`src/rtl/shiftreg_pkg.sv`:
```
// Shared types and frame sizing for the PISO serializer; SHIFTREG_PISO_PARITY_EN
// lengthens every frame by one even-parity bit.
package shiftreg_pkg;

  typedef enum logic {
    IDLE  = 1'b0,
    SHIFT = 1'b1
  } state_t;

  localparam int WIDTH_DEF = 4;

  function automatic int frame_len(input int width);
`ifdef SHIFTREG_PISO_PARITY_EN
    return width + 1;
`else
    return width;
`endif
  endfunction

  // Counter width covering 0..FRAME-1, never narrower than one bit.
  function automatic int cnt_bits(input int width);
    return (frame_len(width) <= 1) ? 1 : $clog2(frame_len(width));
  endfunction

endpackage

```
`src/rtl/shiftreg_piso_if.sv`:
```
// Load handshake plus framed serial output of the PISO serializer.
interface shiftreg_piso_if #(
  parameter int WIDTH = shiftreg_pkg::WIDTH_DEF
);
  logic             load_valid;
  logic             load_ready;
  logic [WIDTH-1:0] data_in;
  logic             ser_out;
  logic             ser_valid;
  logic             ser_last;

  modport master (
    output load_valid, data_in,
    input  load_ready, ser_out, ser_valid, ser_last
  );

  modport slave (
    input  load_valid, data_in,
    output load_ready, ser_out, ser_valid, ser_last
  );
endinterface

```
`src/rtl/shiftreg_bitcnt.sv`:
```
// Loadable frame bit counter; wraps to 0 after TC_VAL, o_tc flags the final bit.
// Zero latency on o_tc; no backpressure (advances whenever i_en is high).
module shiftreg_bitcnt #(
  parameter int CW     = 1,
  parameter int TC_VAL = 0
) (
  input  logic clk,
  input  logic clear,
  input  logic i_load,
  input  logic i_en,
  output logic o_tc
);
  logic [CW-1:0] r_cnt;

  always_ff @(posedge clk) begin
    if (clear || i_load) begin
      r_cnt <= '0;
    end else if (i_en) begin
      r_cnt <= o_tc ? '0 : r_cnt + CW'(1);
    end
  end

  assign o_tc = (r_cnt == CW'(TC_VAL));
endmodule

```
`src/rtl/shiftreg_piso.sv`:
```
// Serializes a WIDTH-bit word MSB first, first bit one cycle after accept; load_ready
// only in IDLE or on the last bit. SHIFTREG_PISO_PARITY_EN appends an even-parity bit.
module shiftreg_piso
  import shiftreg_pkg::*;
#(
  parameter int WIDTH = WIDTH_DEF
) (
  input logic            clk,
  input logic            clear,
  shiftreg_piso_if.slave bus
);
  localparam int FRAME = frame_len(WIDTH);
  localparam int CW    = cnt_bits(WIDTH);

  state_t           r_state;
  state_t           w_next;
  logic [FRAME-1:0] r_sh;
  logic [FRAME-1:0] w_word;
  logic             w_tc;
  logic             w_last;
  logic             w_ready;
  logic             w_accept;

`ifdef SHIFTREG_PISO_PARITY_EN
  assign w_word = {bus.data_in, ^bus.data_in};
`else
  assign w_word = bus.data_in;
`endif

  // The counter idles at 0, which for a one-bit frame already reads as terminal.
  assign w_last   = (r_state == SHIFT) && w_tc;
  assign w_ready  = !clear && ((r_state == IDLE) || w_last);
  assign w_accept = bus.load_valid && w_ready;

  shiftreg_bitcnt #(
    .CW     (CW),
    .TC_VAL (FRAME - 1)
  ) u_bitcnt (
    .clk    (clk),
    .clear  (clear),
    .i_load (w_accept),
    .i_en   (r_state == SHIFT),
    .o_tc   (w_tc)
  );

  always_ff @(posedge clk) begin
    if (clear) begin
      r_state <= IDLE;
    end else begin
      r_state <= w_next;
    end
  end

  always_comb begin
    w_next = r_state;
    case (r_state)
      IDLE:    if (w_accept) w_next = SHIFT;
      SHIFT:   if (w_last && !w_accept) w_next = IDLE;
      default: w_next = IDLE;
    endcase
  end

  // Zero fill means the register is already empty when a frame ends.
  always_ff @(posedge clk) begin
    if (clear) begin
      r_sh <= '0;
    end else if (w_accept) begin
      r_sh <= w_word;
    end else if (r_state == SHIFT) begin
      r_sh <= r_sh << 1;
    end
  end

  always_comb begin
    bus.load_ready = w_ready;
    bus.ser_valid  = (r_state == SHIFT);
    bus.ser_last   = w_last;
    bus.ser_out    = (r_state == SHIFT) && r_sh[FRAME-1];
  end
endmodule

```
`src/flat_wrapper.sv`:
```
// flat-port wrapper written by rule: the top's interface ports become plain ports
module shiftreg_piso_flat import shiftreg_pkg::*;
#(
  parameter int WIDTH = WIDTH_DEF
)
  (clk, clear, bus_load_valid, bus_data_in, bus_load_ready, bus_ser_out, bus_ser_valid, bus_ser_last);
  shiftreg_piso_if #(.WIDTH(WIDTH)) bus_i ();
  input logic clk;
  input logic clear;
  input wire logic [$bits(bus_i.load_valid)-1:0] bus_load_valid;
  input wire logic [$bits(bus_i.data_in)-1:0] bus_data_in;
  output wire logic [$bits(bus_i.load_ready)-1:0] bus_load_ready;
  output wire logic [$bits(bus_i.ser_out)-1:0] bus_ser_out;
  output wire logic [$bits(bus_i.ser_valid)-1:0] bus_ser_valid;
  output wire logic [$bits(bus_i.ser_last)-1:0] bus_ser_last;
  assign bus_i.load_valid = bus_load_valid;
  assign bus_i.data_in = bus_data_in;
  assign bus_load_ready = bus_i.load_ready;
  assign bus_ser_out = bus_i.ser_out;
  assign bus_ser_valid = bus_i.ser_valid;
  assign bus_ser_last = bus_i.ser_last;
  shiftreg_piso #(.WIDTH(WIDTH)) u_core (.clk(clk), .clear(clear), .bus(bus_i));
endmodule
```
`config.mk`:
```
export PLATFORM = sky130hd
export DESIGN_NAME = shiftreg_piso_flat
export DESIGN_NICKNAME = d
export VERILOG_FILES = /design/src/rtl/shiftreg_pkg.sv /design/src/rtl/shiftreg_piso_if.sv /design/src/rtl/shiftreg_bitcnt.sv /design/src/rtl/shiftreg_piso.sv /design/src/flat_wrapper.sv
export SDC_FILE = /design/constraint.sdc
export NUM_CORES = 1
export LEC_CHECK = 0
export BUFFER_PORTS_ARGS = -buffer_cell sky130_fd_sc_hd__clkbuf_2
export CAP_MARGIN = 10
export CORE_AREA = 5 5 42 44
export DETAILED_ROUTE_END_ITERATION = 6
export DIE_AREA = 0 0 47 49
export PLACE_DENSITY = 0.51
export SLEW_MARGIN = 15
export SYNTH_ARGS = -nofsm -noshare
export SYNTH_HDL_FRONTEND = slang
export SYNTH_SLANG_ARGS = --single-unit
```
`constraint.sdc`:
```
create_clock -name clk -period 2 [get_ports clk]
set_clock_uncertainty 0.15 [all_clocks]
set_input_delay 0.3 -clock clk [delete_from_list [all_inputs] [get_ports clk]]
set_output_delay 0.3 -clock clk [all_outputs]
set_load 0.1 [all_outputs]
```
# Yosys cells after proc, flatten, opt, wreduce, memory -nomap -nowiden
# Index checks and enable logic that the tools add are counted.
# op_classes
add_sub_neg	1
n_eq_ne	1
n_mux	6
bitwise_logic	1
reduce_logical	10
# op_table
op	count
4-bit two-way mux	2
1-bit logical AND	5
2-bit by 1-bit adder with 2-bit output, second input constant	1
2-bit equality test, second input constant	1
1-bit zero test	2
1-bit logical OR	2
1-bit two-way mux	2
2-bit two-way mux	1
1-bit one-hot mux with 2 select lines	1
2-bit nonzero test	1
1-bit NOT	1
# word_totals
ff_bits	7
out_inout_bits	4

# Depth between registers and ports, before layout
# Gate-level depths: netlist (run 1).
# depth
word_depth	9
mapped_depth	4
ltp_nobuf	4

# Hierarchy
# Synthesis (run 1) repeated with hierarchy kept, for this count alone.
# unflattened
cells_unflattened	36
area_unflattened_um2	366.6
# modules_own_cells
mod	n_inst	cells_per_inst	area_each_um2
shiftreg_piso	1	28	271.5
shiftreg_bitcnt	1	8	95.1

# Worst setup path after synthesis (run 1)
# No wires, ideal clock.
# synth_timing
path_kind	flip-flop to output port
from	register u_core.r_state (netlist: u_core.bus.ser_valid)
to	output port bus_load_ready
arrival_ns	2.362
t_required_ns	1.550
slack_ns	-0.812
path_stages_with_launch	4
n_path_buf	1
cell_sequence	dfxtp_1 > buf_6 > and2b_1 > nor2_1
# synth_between
elab_chain_len	3
elab_cells_between_ends	4
cone_classes	1 x bitwise; 3 x reduce/logical
# synth_rtl
element	line_no	source
from (decl)	shiftreg_piso.sv:15	state_t r_state;
from (signal assigned)	shiftreg_piso.sv:50	r_state <= w_next;
1-bit logical AND or 1-bit NOT (tied branches)	shiftreg_piso.sv:31, shiftreg_piso.sv:32	
1-bit logical OR *	shiftreg_piso.sv:32	assign w_ready = !clear && ((r_state == IDLE) || w_last);
1-bit logical AND *	shiftreg_piso.sv:32	
to (decl)	flat_wrapper.sv:12	output wire logic [$bits(bus_i.load_ready)-1:0] bus_load_ready;
# Every way passes the cells marked *; elsewhere a longest branch is shown, timed or not.

# Worst setup path in the final report (run 1)
# layout_timing
from	register u_core.u_bitcnt.r_cnt[0]
to	output port bus_ser_last
# layout_between
elab_chain_len	2
# layout_rtl
element	line_no	source
from (decl)	shiftreg_bitcnt.sv:13	logic [CW-1:0] r_cnt;
from (signal assigned)	shiftreg_bitcnt.sv:19	r_cnt <= o_tc ? '0 : r_cnt + CW'(1);
2-bit equality test	shiftreg_bitcnt.sv:23	assign o_tc = (r_cnt == CW'(TC_VAL));
1-bit logical AND	shiftreg_piso.sv:31	assign w_last = (r_state == SHIFT) && w_tc;
to (decl)	flat_wrapper.sv:15	output wire logic [$bits(bus_i.ser_last)-1:0] bus_ser_last;
# No other way between the ends.

==> results.ini, run 1 <==
[run_status]
run_status=complete, no violations

[detailed_routing]
initialDrtViolationCount=0
drc=0
finalWirelength_um=708
dr.pass1.iters=1
avgRoutedWirePerCell_um=11.1
vias_per_cell=4.63
ant_nets=0
vias=296

[sta]
setup_viol=0
drv_slew=0
fin_crit_ns=1.84
min_period_over_period_pct=91.8
max-slew-margin-rel_pct=64.1
finalHoldViolations=0
rsz0062_at_grt=false
fmax_ghz=0.545
fin_tns_setup_ns=0
worst_pin_slew_ns=0.541

[setup_path]
worstPathRequired_ns=1.55
critPathMaxFanout=4
end_kind=output pin
reg2reg_to=u_core.r_sh[3]
reg2reg_depth=4
arrival_ns=1.39
worst-path-buf-inv=1
crit_type=reg2out
crit_path_start_kind=flop
max_stage_delay_ns=0.44
cpMaxStageDelayCell=clkbuf_2
path_delay_family=buffers and inverters
r2r_start=u_core.u_bitcnt.r_cnt[0]
r2r_slack_ns=0.70
crit_path_cell_trace=ha_1, and2_2, clkbuf_2

[synth]
synthMuxAreaShare_pct=16.8
synth-compound-area-share_pct=11.5
syn_inst=37
syn_area_um2=358
synth_seq_area_share_pct=39.2
synth_area_per_cell_um2=9.67
synth_cell_type_count=16
ys_ff_latch=7
synthSimpleGateAreaFrac_pct=22.7
yosys_warnings=0
synth_top_family_by_area=simple AND/OR/NAND/NOR gates
synthXorXnorAreaFrac_pct=0
syn_nets=45
synth_fa_ha_area_share_pct=3.50

[floorplan]
die_h_um=49
initial_core_util_pct=25.5
dieWidth_um=47
dieArea_um2=2300
num_rows=14
core_area_um2=1400
io_pins=11

[clocking]
cts_resized=0
root_buffer=clkbuf_4
clkLatencyLatePin_ns=0.26
clkTransAtPathRegs_ns=0.05
cts_htree_levels=1
clock-sinks=7
clockBufferDepth=2
cts_tree=done
post-cts-setup-buffers=0
cts_made_buffers=3
hold_buffers=0

[global_routing]
grt_max_degree=12
grt_pass1_wl_mm=1.23
overflow=0
grt_usage_pct=7.82
antenna_found_initial=0
grt_pass1_vias=303

[placed_design]
post-dp-hpwl_um=520
placement.io_buffers=10
place_congestion=0.666

[cells_and_area]
antennaDiodeCount=0
final_core_utilization_pct=32.7
layout-drive-gt1-share_pct=39.6
syn2layout_area_growth_pct=28.0
final_cell_mix=clkbuf_2, mux2i_1, dfxtp_1
n_fill_cell=166
final_common_cell=clkbuf_2
nets=57

[worst_hold_path]
hold_class=in2reg
worstHoldStart=bus_data_in[1]
hold_depth=3
holdPathEnd=u_core.r_sh[1]

[pwr]
power_density_nw_per_um2=807
ir_worst_vdd_uv=285
leakagePower_nw=0.200

[flow_run]
max_cap_viol_count=0

## cells by family after synthesis
logic type      Yosys count
fa+ha+maj                 1
buf+inv                   3
simple gates             15
compound gates            5
flops                     7
mux                       6
## state kept, by name, indices dropped and copies added, names as in the netlist
name,count
u_core.u_bitcnt.r_cnt,2
u_core.r_sh,4
u_core.bus.ser_valid,1
## worst min-delay path: cells and delay by family
family	cells	cell delay, ns
simple gates	1	0.09
buf+inv	1	0.08
compound gates	1	0.07
## cell usage after synthesis
library cell | instances | area (µm²)
nor2b_1 | 3 | 18.8
nand2_2 | 1 | 6.26
o21a_1 | 1 | 7.51
and2_1 | 2 | 12.5
a211oi_1 | 1 | 7.51
ha_1 | 1 | 12.5
nor2_1 | 6 | 22.5
a221oi_1 | 3 | 26.3
buf_4 | 1 | 7.51
dfxtp_1 | 7 | 140
nand3_1 | 1 | 5.00
buf_1 | 1 | 3.75
mux2i_1 | 6 | 60.1
nand2b_2 | 1 | 8.76
and2b_1 | 1 | 7.51
buf_6 | 1 | 11.3
## power by group
part	switching, mW	internal, mW	total (mW)	leakage (nW)
logic	0.0490	0.0287	0.0777	0.127
clock network	0.0567	0.0764	0.133	0.0150
registers	0.00914	0.150	0.159	0.0580
total	0.115	0.255	0.370	0.200
## worst max-delay path by stage
stage                             start  cells past startpoint        endpoint  slack, ns
2_1_floorplan      u_core.bus.ser_valid                      3  bus_load_ready       0.18
4_1_cts        u_core.u_bitcnt.r_cnt[0]                      3    bus_ser_last       0.15
6_report       u_core.u_bitcnt.r_cnt[0]                      3    bus_ser_last       0.16
3_5_place_dp   u_core.u_bitcnt.r_cnt[0]                      3    bus_ser_last       0.43
3_3_place_gp   u_core.u_bitcnt.r_cnt[0]                      3    bus_ser_last       0.45
5_1_grt        u_core.u_bitcnt.r_cnt[0]                      3    bus_ser_last       0.05
## final cells by class
type | instances | area [µm²] | area share [%]
clock buffer | 4 | 26.3 | 5.74
multi-input combinational | 27 | 205 | 44.8
sequential | 7 | 141 | 30.9
tap | 16 | 20.0 | 4.37
timing repair buffer | 10 | 65.1 | 14.2
## metal layers
layer | global-route usage (%) | part of all wire [%] | vias up
li1 | - | - | 150
met4 | 5.53 | 3.5 | 0
met3 | 5.54 | 7.6 | 5
met5 | 0 | 0 | -
met1 | 7.93 | 38 | 133
met2 | 10.9 | 51 | 8
## metrics by stage
stage | std cells | power [mW] | cell area, µm² | setup WS [ns] | hold slack [ns]
3_5_place_dp | 60 | 0.241 | 432 | 0.430 | 0.383
6_report | 64 | 0.370 | 458 | 0.165 | 0.189
3_3_place_gp | 60 | 0.241 | 432 | 0.448 | 0.353
4_1_cts | 64 | 0.376 | 458 | 0.145 | 0.194
2_1_floorplan | 37 | 0.224 | 369 | 0.182 | 0.345
5_1_grt | 64 | 0.393 | 458 | 0.0504 | 0.192
No activity file was read; power rests on OpenSTA's default activity.
==> run 2: changes to the inputs <==
Settings changed: ABC_AREA from default to 1, PLACE_DENSITY 0.51 to 0.53, REMOVE_ABC_BUFFERS from default to 1.
==> results.ini, run 2 <==
[pwr]
p_switching_mw=0.115
power_density_nw_per_um2=756
power_frac_seq_pct=43.1
intPower_mw=0.248
power_frac_comb_pct=20.5
ir_worst_vdd_uv=327
swShare_pct=31.8
p_clk_share_pct=36.4
p_total_mw=0.363
leakagePower_nw=0.255

[cells_and_area]
final_common_cell=nand2_1
largest_reg_flops=4
nets=76
layout-drive-gt1-share_pct=26.9
final_cell_mix=nand2_1, inv_1, a21oi_1, clkbuf_2, dfxtp_1
regMostFlops=u_core.r_sh
finalNonFillerCells=83
n_fill_cell=169
syn2layout_area_growth_pct=28.0
antennaDiodeCount=0

[detailed_routing]
avgRoutedWirePerCell_um=8.93
dr.pass1.iters=3
finalWirelength_um=741
vias_per_cell=4.13
drc=0
vias=343
initialDrtViolationCount=3
ant_nets=0

[synth]
synth_area_per_cell_um2=6.95
synth_seq_area_share_pct=37.3
yosys.area.top_type_share_pct=37.3
yosys-top-cells-area=dfxtp_1, nand2_1, a21oi_1
synthFlopType=dfxtp_1
synthSimpleGateAreaFrac_pct=32.7
synth.largest_area_cell=dfxtp_1
synth.most_common_cell=nand2_1
synth-compound-area-share_pct=13.7
ys_ff_latch=7
synth_cell_type_count=13
syn_area_um2=375
synth_fa_ha_area_share_pct=3.33
synth_edf_count=0
yosys-top-cells-count=nand2_1, inv_1, a21oi_1, dfxtp_1, nand4_1
synth_top_family_by_area=simple AND/OR/NAND/NOR gates
synthMuxAreaShare_pct=0
synthXorXnorAreaFrac_pct=0
yosys_warnings=0
syn_inst=54
async_reset_ff_share_pct=0

[clocking]
cts_resized=0
cts_made_buffers=3
clock-sinks=7
cts_tree=done
clockBufferDepth=2
clkLatencyLatePin_ns=0.26
post-cts-setup-buffers=0
hold_buffers=0
root_buffer=clkbuf_4
cts_htree_levels=1
clkTransAtPathRegs_ns=0.06

[global_routing]
antenna_found_initial=0
grt_usage_pct=7.12
grt_pass1_vias=293
grt_max_degree=12
overflow=0
grt_pass1_wl_mm=1.17

[floorplan]
die_h_um=49
num_rows=14
dieArea_um2=2300
core_area_um2=1400
io_pins=11
dieWidth_um=47
initial_core_util_pct=26.8

[placed_design]
place_congestion=0.720
placement.io_buffers=10
post-dp-hpwl_um=591
dpl.cell_count=79
dpl_worst_slack_ns=0.454

[flow_run]
max_cap_viol_count=0

[worst_hold_path]
hold_class=in2reg

[setup_path]
critPathMaxFanout=11
path_delay_family=flip-flops
crit_path_cell_trace=clkbuf_2
cpMaxStageDelayCell=dfxtp_1
max_stage_delay_ns=0.57
end_kind=output pin
crit_path_start_kind=flop
worstPathRequired_ns=1.55
arrival_ns=1.37
crit_type=reg2out
worst-path-buf-inv=1

[sta]
fin_crit_ns=1.82
fmax_ghz=0.551
max-slew-margin-rel_pct=64.2
drv_slew=0
finalHoldViolations=0
worst_pin_slew_ns=0.539
setup_slack_ns=0.184
rsz0062_at_grt=false
setup_viol=0
min_period_over_period_pct=90.8

[run_status]
run_status=complete, no violations

==> run 2: kinds of logic after synthesis <==
logic type	after synthesis
simple gates	27
flops	7
compound gates	8
buf+inv	11
fa+ha+maj	1
==> run 2: final timing paths <==
path	slack, ns	to	startpoint	depth (start not counted)
setup / recovery	0.18	bus_ser_valid	u_core.bus.ser_valid	1
hold / removal	0.14	u_core.r_sh[2]	clear	2
setup reg to reg	0.68	u_core.r_sh[0]	u_core.u_bitcnt.r_cnt[0]	5
hold reg to reg	0.31	u_core.u_bitcnt.r_cnt[1]	u_core.u_bitcnt.r_cnt[1]	2
==> run 2: power groups by stage <==
stage	Sequential [mW]	Combinational, mW	Clock [mW]
final	0.156	0.0745	0.132
after global routing	0.158	0.0803	0.147
after CTS	0.156	0.0755	0.138
after detailed placement	0.159	0.0754	0
after global placement	0.159	0.0754	0
after floorplan	0.168	0.0422	0
==> run 2: area by class of cell <==
cell class              instances  area, µm²  area share (%)
well taps                      16       20.0            4.17
inverters                      10       37.5            7.81
multi-input cells              36        186            38.8
flip-flops and latches          7        140            29.2
repair buffers                 10       70.1            14.6
clock buffers                   4       26.3            5.47
==> run 2: metrics by stage <==
stage / TNS, ns / utilization, % / instance area, µm² / hold WS [ns]
floorplan: -2.51 / - / 364 / 0.219
global placement: 0 / 32.4 / 454 / 0.307
detailed placement: 0 / 32.4 / 454 / 0.310
CTS: 0 / 34.3 / 480 / 0.141
global route: 0 / 34.3 / 480 / 0.145
finish: 0 / 34.3 / 480 / 0.143
==> run 2: per-layer routing <==
| metal | vias to the layer above | share of wire (%) | track usage (%) | wire, µm |
|---|---|---|---|---|
| met3 | 2 | 8.1 | 2.95 | 60 |
| li1 | 196 | - | - | - |
| met1 | 133 | 48 | 9.71 | 357 |
| met5 | - | 0 | 0 | 0 |
| met2 | 12 | 41 | 8.37 | 305 |
| met4 | 0 | 2.3 | 5.53 | 17 |
